`src/rtl/grey_1000_reader.sv`:
```
// grey_1000_reader
//
// Synchronous reader for a free-running, ripple-clocked 3-digit Johnson decade
// counter. It brings the three 5-bit digit buses into i_clk through a multi-flop
// synchroniser and takes a snapshot when a sample is requested. The snapshot is
// re-compared with the live synchronised value until two consecutive samples
// agree, or until the retry budget runs out. It then decodes the snapshot to BCD
// and binary and reports the result with a one-cycle acknowledge.
//
// Optional feature: define AUTO_SAMPLE_EN to add an internal request generator
// that fires once every P_AUTO_PERIOD cycles and is ORed with i_req.
//
// Ports:
//   i_clk   system clock; every flop uses the rising edge
//   i_rst   synchronous reset, active-low
//   i_100   hundreds digit Johnson code (asynchronous domain)
//   i_010   tens digit Johnson code (asynchronous domain)
//   i_001   units digit Johnson code (asynchronous domain)
//   i_req   sample request, sampled only in IDLE
//   o_busy  high while a capture is in progress (CAP or DEC)
//   o_ack   one-cycle pulse when the result registers are updated
//   o_bcd   {hundreds, tens, units} in BCD
//   o_bin   binary value 0..999
//   o_err   the last capture failed (input unstable or illegal code)

module grey_1000_reader #(
   parameter int unsigned P_SYNC_STAGES = 2,
   parameter int unsigned P_MAX_RETRY   = 3,
   parameter int unsigned P_AUTO_PERIOD = 1000
) (
   input  logic        i_clk,
   input  logic        i_rst,
   input  logic [4:0]  i_100,
   input  logic [4:0]  i_010,
   input  logic [4:0]  i_001,
   input  logic        i_req,
   output logic        o_busy,
   output logic        o_ack,
   output logic [11:0] o_bcd,
   output logic [9:0]  o_bin,
   output logic        o_err
);

   localparam int unsigned RetryW = (P_MAX_RETRY > 1) ? $clog2(P_MAX_RETRY) : 1;
   localparam logic [RetryW-1:0] RetryLast = RetryW'(P_MAX_RETRY - 1);

   typedef enum logic [1:0] {StIdle, StCap, StDec} state_e;

   // Johnson code -> {legal, bcd}.
   function automatic logic [4:0] dec_digit(input logic [4:0] code);
      logic [4:0] res;
      case (code)
         5'b00000: res = {1'b1, 4'd0};
         5'b00001: res = {1'b1, 4'd1};
         5'b00011: res = {1'b1, 4'd2};
         5'b00111: res = {1'b1, 4'd3};
         5'b01111: res = {1'b1, 4'd4};
         5'b11111: res = {1'b1, 4'd5};
         5'b11110: res = {1'b1, 4'd6};
         5'b11100: res = {1'b1, 4'd7};
         5'b11000: res = {1'b1, 4'd8};
         5'b10000: res = {1'b1, 4'd9};
         default:  res = {1'b0, 4'd0};
      endcase
      return res;
   endfunction

   // ------------------------------------------------------------------------
   // Synchroniser: P_SYNC_STAGES flops per bit, always running.
   // ------------------------------------------------------------------------
   logic [14:0] sync_q [P_SYNC_STAGES];
   logic [14:0] sync_d [P_SYNC_STAGES];
   logic [14:0] sync;

   always_comb begin
      sync_d[0] = {i_100, i_010, i_001};
      for (int s = 1; s < int'(P_SYNC_STAGES); s++) begin
         sync_d[s] = sync_q[s-1];
      end
   end

   always_ff @(posedge i_clk) begin
      if (!i_rst) begin
         for (int s = 0; s < int'(P_SYNC_STAGES); s++) begin
            sync_q[s] <= '0;
         end
      end else begin
         for (int s = 0; s < int'(P_SYNC_STAGES); s++) begin
            sync_q[s] <= sync_d[s];
         end
      end
   end

   assign sync = sync_q[P_SYNC_STAGES-1];

   // ------------------------------------------------------------------------
   // Request source
   // ------------------------------------------------------------------------
   logic req;

`ifdef AUTO_SAMPLE_EN
   localparam int unsigned AutoW = (P_AUTO_PERIOD > 1) ? $clog2(P_AUTO_PERIOD) : 1;

   logic [AutoW-1:0] auto_cnt_q, auto_cnt_d;
   logic             auto_pulse;

   always_comb begin
      auto_pulse = (auto_cnt_q == AutoW'(P_AUTO_PERIOD - 1));
      auto_cnt_d = auto_pulse ? '0 : auto_cnt_q + 1'b1;
   end

   always_ff @(posedge i_clk) begin
      if (!i_rst) begin
         auto_cnt_q <= '0;
      end else begin
         auto_cnt_q <= auto_cnt_d;
      end
   end

   // A pulse arriving while busy is simply not seen by the FSM (IDLE-only sampling).
   assign req = i_req | auto_pulse;
`else
   logic [31:0] unused_auto_period;
   assign unused_auto_period = P_AUTO_PERIOD;
   assign req = i_req;
`endif

   // ------------------------------------------------------------------------
   // Snapshot decode (purely combinational from A)
   // ------------------------------------------------------------------------
   logic [14:0] a_q, a_d;
   logic [4:0]  dec_h, dec_t, dec_u;
   logic        a_legal;
   logic [11:0] a_bcd;
   logic [9:0]  h10, t10, u10, a_bin;

   always_comb begin
      dec_h   = dec_digit(a_q[14:10]);
      dec_t   = dec_digit(a_q[9:5]);
      dec_u   = dec_digit(a_q[4:0]);
      a_legal = dec_h[4] & dec_t[4] & dec_u[4];
      a_bcd   = {dec_h[3:0], dec_t[3:0], dec_u[3:0]};
      h10     = {6'd0, dec_h[3:0]};
      t10     = {6'd0, dec_t[3:0]};
      u10     = {6'd0, dec_u[3:0]};
      // 100h = 64h + 32h + 4h, 10t = 8t + 2t; max 999 fits in 10 bits.
      a_bin   = (h10 << 6) + (h10 << 5) + (h10 << 2) + (t10 << 3) + (t10 << 1) + u10;
   end

   // ------------------------------------------------------------------------
   // FSM: state register
   // ------------------------------------------------------------------------
   state_e state_q, state_d;

   always_ff @(posedge i_clk) begin
      if (!i_rst) begin
         state_q <= StIdle;
      end else begin
         state_q <= state_d;
      end
   end

   // ------------------------------------------------------------------------
   // FSM: next state
   // ------------------------------------------------------------------------
   logic [RetryW-1:0] retry_q, retry_d;
   logic              sync_match;

   assign sync_match = (sync == a_q);

   always_comb begin
      state_d = state_q;
      unique case (state_q)
         StIdle: if (req) state_d = StCap;
         StCap:  if (sync_match || (retry_q == RetryLast)) state_d = StDec;
         StDec:  state_d = StIdle;
         default: state_d = StIdle;
      endcase
   end

   // ------------------------------------------------------------------------
   // FSM: outputs and datapath next values
   // ------------------------------------------------------------------------
   logic        unstable_q, unstable_d;
   logic        busy_q, busy_d;
   logic        ack_q, ack_d;
   logic [11:0] bcd_q, bcd_d;
   logic [9:0]  bin_q, bin_d;
   logic        err_q, err_d;

   always_comb begin
      a_d        = a_q;
      retry_d    = retry_q;
      unstable_d = unstable_q;
      bcd_d      = bcd_q;
      bin_d      = bin_q;
      err_d      = err_q;
      ack_d      = 1'b0;
      busy_d     = (state_d != StIdle);
      unique case (state_q)
         StIdle: begin
            if (req) begin
               a_d        = sync;
               retry_d    = '0;
               unstable_d = 1'b0;
            end
         end
         StCap: begin
            if (!sync_match) begin
               if (retry_q == RetryLast) begin
                  unstable_d = 1'b1;
               end else begin
                  a_d     = sync;
                  retry_d = retry_q + 1'b1;
               end
            end
         end
         StDec: begin
            ack_d = 1'b1;
            if (unstable_q || !a_legal) begin
               // Keep the last good result visible; only flag the failure.
               err_d = 1'b1;
            end else begin
               bcd_d = a_bcd;
               bin_d = a_bin;
               err_d = 1'b0;
            end
         end
         default: ;
      endcase
   end

   always_ff @(posedge i_clk) begin
      if (!i_rst) begin
         a_q        <= '0;
         retry_q    <= '0;
         unstable_q <= 1'b0;
         busy_q     <= 1'b0;
         ack_q      <= 1'b0;
         bcd_q      <= '0;
         bin_q      <= '0;
         err_q      <= 1'b0;
      end else begin
         a_q        <= a_d;
         retry_q    <= retry_d;
         unstable_q <= unstable_d;
         busy_q     <= busy_d;
         ack_q      <= ack_d;
         bcd_q      <= bcd_d;
         bin_q      <= bin_d;
         err_q      <= err_d;
      end
   end

   assign o_busy = busy_q;
   assign o_ack  = ack_q;
   assign o_bcd  = bcd_q;
   assign o_bin  = bin_q;
   assign o_err  = err_q;

endmodule

```
`config.mk`:
```
export PLATFORM = sky130hd
export DESIGN_NAME = grey_1000_reader
export DESIGN_NICKNAME = d
export VERILOG_FILES = /design/src/rtl/grey_1000_reader.sv
export SDC_FILE = /design/constraint.sdc
export NUM_CORES = 1
export LEC_CHECK = 0
export ABC_AREA = 1
export CAP_MARGIN = 5
export CORE_AREA = 3 3 67 131
export CTS_CLUSTER_DIAMETER = 150
export DETAILED_ROUTE_END_ITERATION = 7
export DIE_AREA = 0 0 70 134
export PLACE_DENSITY = 0.77
export SYNTH_ARGS = -nofsm -noshare
export SYNTH_HDL_FRONTEND = slang
export SYNTH_SLANG_ARGS = --single-unit
```
`constraint.sdc`:
```
create_clock -name i_clk -period 3.51 [get_ports i_clk]
set_input_delay 0.5265 -clock i_clk [delete_from_list [all_inputs] [get_ports i_clk]]
set_output_delay 0.5265 -clock i_clk [all_outputs]
set_load 0.005 [all_outputs]
```
==> run metrics <==
first-pass GRT wire length 15000 um; Synth Cell Area 4390 um2; CTS Root Cell clkbuf_16; area grow syn2layout 18.7%; DR pass1 iterations 4; CTS Buf Count 9; vias in the first global route 3532; most frequent cells in the layout nand2_1, inv_1, dfxtp_1; DR vias 3534; non-filler cells, final 711; gr ovfl total 0; DRT iter0 DRCs 113; PortBufs 42; Unique masters post-synth 41; Final Max Slew Viols 0; GPL Wtd Cong 0.897; clk_lat worst skew 0.34 ns; fin crit period 3.07 ns; Initial Util 0.552; # fillers 681; commonest non-fill, non-tap cell in the layout nand2_1; Hold Fails Final Rpt 0; #FFs+latches synth 89; GRT Util Overall 0.202; max-slew headroom at the worst pin 0.529; status completed; I/O pins 43; Hold Buf Count CTS 0; number of max-cap violations 0; die area 9380 um2; die span in x 70 um; critical path arrival 3.30 ns; CP endpoint kind flop; crit path kind flop to flop; Least-Margin Pin Slew 0.706 ns; chip height 134 um; Pwr per Cell Area 520 nW/um2; register area share after synthesis 0.406; CTS tree done; period utilization 0.874; Ant. Diodes 0; half-perimeter wire length after placement 6880 um; WP data required 3.74 ns; multi-input logic area 2120 um2; EDFF count, synth 0; DR vias/cell 4.97; clock sinks 89; Final setup viols 0; Crit Path Max Fanout 4; largest net degree at the start of global routing 26; antenna violations before repair 0; core area 7940 um2; Lkg Pwr 2.69 nW; post-CTS setup buffers 0; Worst IR Drop VDD 0.337 mV; RSZ-0062 raised after global routing no; CTS resizes 0; Avg Cell Area, Syn 7.72 um2; drc violations 0; FMAX 326 MHz; CTS clk-pin slew, worst paths 0.06 ns; crit start category flop; synth warn 0; Synth async-reset ratio 0; Placed Cells 695; cell count after synthesis 568; worst min path class flop to flop; DRT antenna net count 0; Seq. cell area 1780 um2; Final #Nets 665; H-tree depth 3; syn_nets 623; CTS max path bufs 2; num rows 46; Top FF cell, synth dfxtp_1; share of post-route cells with drive strength above 1 0.114; final setup TNS 0 ns; Setup Skew 0.00939 ns; WL final 8770 um; average wire per standard cell 12.3 um
==> Yosys cell counts (6+ instances only) <==
cell type,instances,area (um2)
nand2_1,131,492
dfxtp_1,89,1780
inv_1,89,334
nor2_1,66,248
ha_1,30,375
nand3_1,26,130
o21ai_0,25,125
a21oi_1,12,60.1
inv_2,11,41.3
clkbuf_1,10,37.5
nand2_2,9,56.3
fa_1,7,140
nand2_4,6,67.6
nand3_2,6,60.1
==> through the flow <==
step	area (um2)	hold WS, ns	utilization	power [mW]	setup slack, ns
after global placement	4870	0.393	0.613	1.66	0.542
final	5200	0.410	0.655	2.71	0.442
after global routing	5200	0.433	0.655	2.84	0.185
after detailed placement	4870	0.398	0.613	1.68	0.488
after floorplan	4390	0.390	-	1.54	0.681
after CTS	5200	0.412	0.655	2.73	0.428
==> metal layers <==
metal | GRT usage | routed length [um]
met1 | 0.174 | 3020
met2 | 0.380 | 4860
met3 | 0.0435 | 290
met4 | 0.165 | 603
met5 | 0 | 0
==> cell families after synthesis <==
kind of cell,synth area share
and+or+nand+nor,0.288
adders and majority gates,0.118
AOI/OAI and AO/OA,0.0665
xor gates and xnor gates,0.0120
DFF,0.406
buffers and inverters,0.109
==> sequential cells by signal (all words and copies together) (netlist names), 2 cells and up <==
name / count
a_q: 15
dec_h: 5
dec_t: 5
dec_u: 5
o_bcd: 12
o_bin: 9
retry_q: 2
state_q: 2
sync_q: 30
==> critical path, stage by stage, from the launching register on <==
cell	delay, ns
dfxtp_1	0.36
fa_1	0.58
fa_1	0.43
ha_1	0.27
fa_1	0.43
nand3_1	0.09
and2_1	0.16
inv_1	0.05
a21oi_1	0.12
nor2_1	0.06
o21ai_0	0.14
nand2_1	0.07
o221ai_1	0.16
inv_1	0.05
==> final cells by class <==
type / instances / share of cell area
Multi-Input combinational cell: 361 / 0.408
Clock buffer: 11 / 0.0486
Timing Repair Buffer: 48 / 0.0885
Inverter: 101 / 0.0731
Tap cell: 96 / 0.0231
Clock inverter: 5 / 0.0163
Sequential cell: 89 / 0.342
==> path summary, 6_finish.rpt <==
path,from,endpoint,slack (ns),cells after the start
max reg2reg,dec_h[1],o_bin[9],0.44,13
min reg2reg,sync_q[0][5],sync_q[0][20],0.41,2
max,dec_h[1],o_bin[9],0.44,13
min,sync_q[0][5],sync_q[0][20],0.41,2
==> power breakdown <==
part | leakage (nW) | internal (mW) | switching [mW]
clock network | 0.162 | 0.666 | 0.384
registers | 0.730 | 1.08 | 0.0446
logic | 1.80 | 0.202 | 0.328
(Power assumes the default switching activity.)
